[config.mk]
export PLATFORM = sky130hd
export DESIGN_NAME = cla_pipe_adder
export DESIGN_NICKNAME = d
export VERILOG_FILES = /design/src/rtl/cla_pipe_adder.sv
export SDC_FILE = /design/constraint.sdc
export NUM_CORES = 1
export LEC_CHECK = 0
export CORE_MARGIN = 5
export CORE_UTILIZATION = 40
export CTS_BUF_LIST = sky130_fd_sc_hd__clkbuf_2 sky130_fd_sc_hd__clkbuf_4 sky130_fd_sc_hd__clkbuf_8
export CTS_CLUSTER_SIZE = 10
export DETAILED_ROUTE_END_ITERATION = 10
export HOLD_SLACK_MARGIN = 0.03
export PLACE_DENSITY_LB_ADDON = 0.25
export RECOVER_POWER = 100
export SLEW_MARGIN = 20
export SYNTH_ARGS = -nofsm -noshare
export SYNTH_HDL_FRONTEND = slang
export SYNTH_SLANG_ARGS = --single-unit
[constraint.sdc]
create_clock -name clk -period 2.34 [get_ports clk]
set_clock_uncertainty 0.2 [all_clocks]
set_input_delay 0.351 -clock clk [delete_from_list [all_inputs] [get_ports clk]]
set_output_delay 0.351 -clock clk [all_outputs]
set_load 0.01 [all_outputs]
[src/rtl/cla_pipe_adder.sv]
// cla_pipe_adder
//   Pipelined two-level carry-lookahead adder/subtractor built from 4-bit
//   lookahead groups. Stage 1 registers the effective operands together with
//   the bit and group propagate/generate terms. Stage 2 registers the result,
//   which comes from a flat lookahead across groups and then within each group.
//   The block accepts one operation per cycle when the output is not stalled.
//
// Ports
//   clk, rst_n           clock and synchronous active-low reset
//   in_valid / in_ready  input handshake (a, b, cin, sub)
//   a, b                 operands, WIDTH bits
//   cin                  carry-in, ignored when sub=1
//   sub                  1: a - b, 0: a + b + cin
//   out_valid/out_ready  output handshake (sum, cout, ovf, zero, p_out, g_out)
//   sum                  result modulo 2^WIDTH
//   cout                 carry out of the MSB (for subtract, 1 = no borrow)
//   ovf                  signed two's-complement overflow
//   zero                 sum == 0
//   p_out, g_out         word propagate / generate, used to chain instances
//
// Handshake: a transfer happens on a rising edge where valid and ready are
// both high. The producer holds valid and data steady until that edge. ready
// may depend combinationally on the downstream ready (in_ready follows
// out_ready), but valid never depends on ready.
module cla_pipe_adder #(
    parameter int WIDTH = 16
) (
    input  logic             clk,
    input  logic             rst_n,
    input  logic             in_valid,
    output logic             in_ready,
    input  logic [WIDTH-1:0] a,
    input  logic [WIDTH-1:0] b,
    input  logic             cin,
    input  logic             sub,
    output logic             out_valid,
    input  logic             out_ready,
    output logic [WIDTH-1:0] sum,
    output logic             cout,
    output logic             ovf,
    output logic             zero,
    output logic             p_out,
    output logic             g_out
);

    localparam int NGRP = WIDTH / 4;

    // ------------------------------------------------------------------
    // Flow control
    // ------------------------------------------------------------------
    logic s1_valid;
    logic s2_valid;
    logic s1_adv;
    logic s2_adv;
    logic accept;

    assign s2_adv    = !s2_valid || out_ready;
    assign s1_adv    = s1_valid && s2_adv;
    assign in_ready  = !s1_valid || s2_adv;
    assign accept    = in_valid && in_ready;
    assign out_valid = s2_valid;

    // ------------------------------------------------------------------
    // Level 1: effective operands, bit and group propagate/generate
    // ------------------------------------------------------------------
    logic [WIDTH-1:0] b_eff;
    logic [WIDTH-1:0] bit_p;
    logic [WIDTH-1:0] bit_g;
    logic             c0;
    logic [NGRP-1:0]  grp_p;
    logic [NGRP-1:0]  grp_g;

    always_comb begin
        b_eff = sub ? ~b : b;
        c0    = sub ? 1'b1 : cin;
        bit_p = a ^ b_eff;
        bit_g = a & b_eff;
        grp_p = '0;
        grp_g = '0;
        for (int k = 0; k < NGRP; k++) begin
            grp_p[k] = &bit_p[4*k +: 4];
            grp_g[k] = bit_g[4*k+3]
                     | (bit_p[4*k+3] & bit_g[4*k+2])
                     | (bit_p[4*k+3] & bit_p[4*k+2] & bit_g[4*k+1])
                     | (bit_p[4*k+3] & bit_p[4*k+2] & bit_p[4*k+1] & bit_g[4*k]);
        end
    end

    // ------------------------------------------------------------------
    // Stage 1 registers (load on accept)
    // ------------------------------------------------------------------
    logic [WIDTH-1:0] s1_a;
    logic [WIDTH-1:0] s1_b_eff;
    logic             s1_c0;
    logic [WIDTH-1:0] s1_p;
    logic [WIDTH-1:0] s1_g;
    logic [NGRP-1:0]  s1_gp;
    logic [NGRP-1:0]  s1_gg;

    always_ff @(posedge clk) begin
        if (!rst_n) begin
            s1_valid <= 1'b0;
            s1_a     <= '0;
            s1_b_eff <= '0;
            s1_c0    <= 1'b0;
            s1_p     <= '0;
            s1_g     <= '0;
            s1_gp    <= '0;
            s1_gg    <= '0;
        end else begin
            if (accept) begin
                s1_valid <= 1'b1;
                s1_a     <= a;
                s1_b_eff <= b_eff;
                s1_c0    <= c0;
                s1_p     <= bit_p;
                s1_g     <= bit_g;
                s1_gp    <= grp_p;
                s1_gg    <= grp_g;
            end else if (s1_adv) begin
                s1_valid <= 1'b0;
            end
        end
    end

    // ------------------------------------------------------------------
    // Level 2: flat lookahead across groups, then within each group.
    // Every carry is an OR of product terms taken directly from the stage-1
    // registers; no carry is derived from a neighbouring carry of the same
    // level, so there is no ripple path.
    // ------------------------------------------------------------------
    logic [NGRP:0]    grp_c;
    logic [WIDTH-1:0] bit_c;
    logic             word_g;
    logic [WIDTH-1:0] nxt_sum;
    logic             nxt_cout;
    logic             nxt_ovf;
    logic             nxt_zero;
    logic             nxt_p;

    always_comb begin : lookahead
        logic acc;
        logic term;
        grp_c    = '0;
        bit_c    = '0;
        word_g   = 1'b0;
        acc      = 1'b0;
        term     = 1'b0;
        grp_c[0] = s1_c0;

        // C[k+1] = G[k] | P[k]G[k-1] | ... | P[k]..P[0]c0
        for (int k = 0; k < NGRP; k++) begin
            acc = s1_c0;
            for (int m = 0; m <= k; m++) acc = acc & s1_gp[m];
            for (int j = 0; j <= k; j++) begin
                term = s1_gg[j];
                for (int m = j + 1; m <= k; m++) term = term & s1_gp[m];
                acc = acc | term;
            end
            grp_c[k+1] = acc;
        end

        // Word generate: same sum-of-products with the carry-in term dropped.
        word_g = 1'b0;
        for (int j = 0; j < NGRP; j++) begin
            term = s1_gg[j];
            for (int m = j + 1; m < NGRP; m++) term = term & s1_gp[m];
            word_g = word_g | term;
        end

        // In-group carries, flat lookahead from the group carry-in.
        for (int k = 0; k < NGRP; k++) begin
            for (int i = 0; i < 4; i++) begin
                acc = grp_c[k];
                for (int m = 0; m < i; m++) acc = acc & s1_p[4*k+m];
                for (int j = 0; j < i; j++) begin
                    term = s1_g[4*k+j];
                    for (int m = j + 1; m < i; m++) term = term & s1_p[4*k+m];
                    acc = acc | term;
                end
                bit_c[4*k+i] = acc;
            end
        end

        // Bit propagate is rebuilt from the stored effective operands here;
        // it equals s1_p bit for bit.
        nxt_sum  = s1_a ^ s1_b_eff ^ bit_c;
        nxt_cout = grp_c[NGRP];
        nxt_ovf  = bit_c[WIDTH-1] ^ grp_c[NGRP];
        nxt_zero = (nxt_sum == '0);
        nxt_p    = &s1_gp;
    end

    // ------------------------------------------------------------------
    // Stage 2 registers (load on stage-1 advance, hold during stall)
    // ------------------------------------------------------------------
    always_ff @(posedge clk) begin
        if (!rst_n) begin
            s2_valid <= 1'b0;
            sum      <= '0;
            cout     <= 1'b0;
            ovf      <= 1'b0;
            zero     <= 1'b0;
            p_out    <= 1'b0;
            g_out    <= 1'b0;
        end else if (s2_adv) begin
            s2_valid <= s1_valid;
            if (s1_adv) begin
                sum   <= nxt_sum;
                cout  <= nxt_cout;
                ovf   <= nxt_ovf;
                zero  <= nxt_zero;
                p_out <= nxt_p;
                g_out <= word_g;
            end
        end
    end

endmodule
# == After elaboration in Yosys (flattened, before gate mapping) ==
# Cells that the tools add are included.
# classes
reduce_logical,14
n_mux,4
bitwise_logic,109
# op_table
cell,n
AND 1 bit,54
bitwise OR 1 bit,49
XOR 16 bit,3
AND reduction 4 bit,5
AND 16 bit,1
logical NOT 16 bit,1
2-to-1 mux 16 bit,1
NOT 16 bit,1
2-to-1 mux 1 bit,3
logical AND 1 bit,2
logical NOT 1 bit,2
logical OR 1 bit,2
AND reduction 2 bit,1
nonzero test 2 bit,1
XOR 1 bit,1
# totals
out_inout_bits,23
input_bits,38
elab_cells,142
regBits,94

# == Logic depth before layout (Yosys ltp) ==
# logic_depth
word_depth,14
ltp_mapped,8
mapped_depth_nobuf,7

# == Worst setup path before layout ==
# Ideal clock, no wire load.
# synth_timing
kind,input port to flip-flop
start,input sub
end,register s1_gg[0]
stages,8
t_arrival_ns,1.656
required_time_ns,2.018
setup_ns,0.122
path_slack_ns,0.363
n_path_buf,2
path_cell_list,buf_2 -> buf_2 -> xor2_1 -> ha_1 -> a21oi_1 -> nor2b_1 -> o21ai_0 -> a21oi_1
# synth_via
word_cells_on_any_way,11
classes_between,1 x mux; 10 x bitwise
# synth_rtl
element,line,source
start: declaration,35,"input logic sub,"
2-to-1 mux 16 bit,74,b_eff = sub ? ~b : b;
via b_eff[1],66,logic [WIDTH-1:0] b_eff;
XOR 16 bit,76,bit_p = a ^ b_eff;
via bit_p[1],67,logic [WIDTH-1:0] bit_p;
AND 1 bit (2 in a row),85,| (bit_p[4*k+3] & bit_p[4*k+2] & bit_p[4*k+1] & bit_g[4*k]);
bitwise OR 1 bit,85,
end signal: assignment,119,s1_gg <= grp_g;
end: declaration,98,logic [NGRP-1:0] s1_gg;
# The timed path passes the listed nets, and every way through them passes these cells.
# A chain may end at the register's enable or synchronous reset.

# == Worst setup path after layout ==
# layout_timing
start,input out_ready
end,output in_ready
# layout_via
elab_chain_cells,2
# layout_lines
element,line,source
start: declaration,37,"input logic out_ready,"
logical OR 1 bit,57,assign s2_adv = !s2_valid || out_ready;
logical OR 1 bit,59,assign in_ready = !s1_valid || s2_adv;
end: declaration,31,"output logic in_ready,"
# No other way between the ends.

==> impl_results.md <==
- Status: finished, final reports clean
- Mapped Cells: 501
- Grt total ovfl: 0
- Cell Area, Synth: 4060 µm²
- Clock latency on the worst-skew pair: 0.36 ns
- Worst slack, placed: 0.006519 ns
- Via/cell ratio: 4.971
- Relative slew margins: 39.11%
- Power consumption: 3376 µW
- Yosys reg bits: 88
- Total of max-cap violations: 0
- CTS buffer count: 9
- Number of nets in the layout: 609
- Pwr/cell area: 673.0 nW/µm²
- Worst-path fanout max: 3
- R2R Setup Slk: 0.21 ns
- Initial Util: 41.35%
- Die Width: 110.8 µm
- Die Y: 110.8 µm
- RSZ-0062 raised after global routing: false
- Max-slew violation count: 0
- Syn nets: 555
- Post-CTS Setup Bufs: 0
- Post-CTS sizing: 0
- Core Region: 9819 µm²
- Hold path depth: 2
- Die footprint: 12270 µm²
- Crit path capture type: primary output
- Worst Setup SP: out_ready
- Fmax achieved: 455.6 MHz
- Ys async rst share: 0%
- P_int: 2426 µW
- Synth unique cells: 42
- Sw frac: 28.15%
- Io pins: 61
- Clock transition at path regs: 0.08 ns
- WL final: 9.354 mm
- Yosys top cell by area: dfxtp_1
- Clock Sinks: 88
- First-pass iteration count of the detailed router: 4
- Initial antenna violation count: 0
- Critical Path Source Type: input pin
- Fin crit share: 93.80%
- Via Count: 3445
- CP Data Required Time: 1.79 ns
- First-pass GRT wire length: 15.73 mm
- Pleak: 0.001989 µW
- Worst slew pin tran: 0.9134 ns
- Port Buffers: 60
- Root buffer cell: clkbuf_8
- Final HPWL DP: 6.900 mm
- Hold crit path type: flip-flop to flip-flop
- Avg Cell Area, Syn: 8.104 µm²
- 1st-iter DRT viols: 147
- Final hold vios: 0
- Vias in the first global route: 3254
- Final worst setup slack: 0.1452 ns
- Synth Warn #: 0
- Sequential area share after synthesis: 43.39%
- Tmin final: 2.195 ns
- Reg2reg end: zero$_SDFFE_PN0P_
- Std-Cell Rows: 36
- Reg-to-Reg Start: s1_c0$_SDFFE_PN0P_
- Layout cells sized above 1: 5.893%
- Logic pwr share: 19.6%
- DR WL/cell: 13.50 µm
- Post-synth top area share: 43.39%
- Area Growth Syn to Fin: 23.54%
- Worst setup path end: in_ready
- Synth cell count leaders: dfxtp_1 (88), nand2_1 (88), nor2_1 (70)
- Antenna diode count: 0
- Worst vdd ir: 257.4 µV
- Largest net degree at the start of global routing: 81
- P_sw: 950.4 µW
- Top FF cell, synth: dfxtp_1
- GPL Wtd Cong: 0.8065
- Clock Power Share: 31.0%
- Arrival time worst endpoint: 1.64 ns
- CTS tree: done
- Clock buffer depth: 2
- Antenna viol nets, final: 0
- Dominant cells by area after synthesis: dfxtp_1 (43%), nand2_1 (8.1%), a21oi_1 (8.0%), nor2_1 (6.5%), xnor2_1 (5.6%)
- Setup Crit Path Kind: input pin to primary output
- H-tree depth: 3
- Gr usage total: 15.47%
- # DRC: 0
- Register-to-Register Path Depth: 7
- Setup TNS Final: 0 ns
- Hold Buf Count CTS: 0
- Final setup fails: 0
- Number of flops mapped to enable cells by yosys: 0
- Sequential Power Share: 49.4%
## power by group through the flow
stage,logic [µW],registers (µW),clock network (µW)
6_report,662,1670,1050
5_1_grt,743,1680,1140
4_1_cts,692,1670,1070
3_5_place_dp,688,1710,0
3_3_place_gp,676,1700,0
2_1_floorplan,422,1700,0
## stage by stage
stage	cells	area, µm²	hold slack (ns)	util, %
global placement	677	4876	0.2405	49.66
finish	693	5016	0.2552	51.08
floorplan	501	4060	0.2309	-
detailed placement	677	4876	0.2445	49.66
global route	693	5016	0.2799	51.08
CTS	693	5072	0.2563	51.66
## flip-flops by register name, summed over array words and instances (netlist names)
name,cells
s1_gp,4
s1_p,12
g_out,1
s1_a,16
p_out,1
out_valid,1
ovf,1
s1_c0,1
sum,16
s1_b_eff,16
cout,1
zero,1
s1_gg,4
s1_valid,1
s1_g,12
## cell type report
cell class,instances,area (µm²)
fillers,976,4803
inverters,3,11.26
multi-input cells,380,2162
well taps,133,166.4
repair buffers,73,718.2
flip-flops and latches,88,1762
clock buffers,10,137.6
clock inverters,6,58.81
## layout by cell type (no fill, tap or decap), drive strengths merged, types with 2 or more instances in the layout
cell and instances:
dlygate4sd3 25, clkinv 6, nand4 7, a21oi 68, nor3 19, o22ai 2
nand2b 3, clkdlybuf4s50 35, ha 16, o21bai 2, inv 2, a211oi 14
nor2 70, clkbuf 16, a21o 3, xnor2 26, xor2 24, nor2b 9
nand2 88, dfxtp 88, o21ai 13, buf 7
## logic make-up after synthesis
kind of cell,after synthesis,share of synthesized area (%)
and+or+nand+nor,204,21.42
DFF,88,43.39
adders and majority gates,16,4.931
buffers and inverters,33,3.174
AOI/OAI and AO/OA,110,16.30
xor gates and xnor gates,50,10.79
## how the worst min path moves through the flow
stage                              start                    to  slack, ns
finish               sum[0]$_SDFFE_PN0P_   sum[0]$_SDFFE_PN0P_       0.26
global route         sum[0]$_SDFFE_PN0P_   sum[0]$_SDFFE_PN0P_       0.28
CTS                 s1_g[8]$_SDFFE_PN0P_  s1_g[8]$_SDFFE_PN0P_       0.26
detailed placement  s1_g[8]$_SDFFE_PN0P_  s1_g[8]$_SDFFE_PN0P_       0.24
global placement    s1_g[8]$_SDFFE_PN0P_  s1_g[8]$_SDFFE_PN0P_       0.24
floorplan           s1_g[8]$_SDFFE_PN0P_  s1_g[8]$_SDFFE_PN0P_       0.23
## worst max-delay path, cell delays in order
cell and delay (ns):
clkdlybuf4s50_1 0.40, nor2b_1 0.15, nand2_1 0.12, dlygate4sd3_1 0.62
## routing by layer
layer	wire (µm)	GRT usage [%]
met5	0	0
met4	163	6.158
met3	315	2.566
met2	4340	24.64
met1	4535	20.86
No activity file was read; power rests on OpenSTA's default activity.
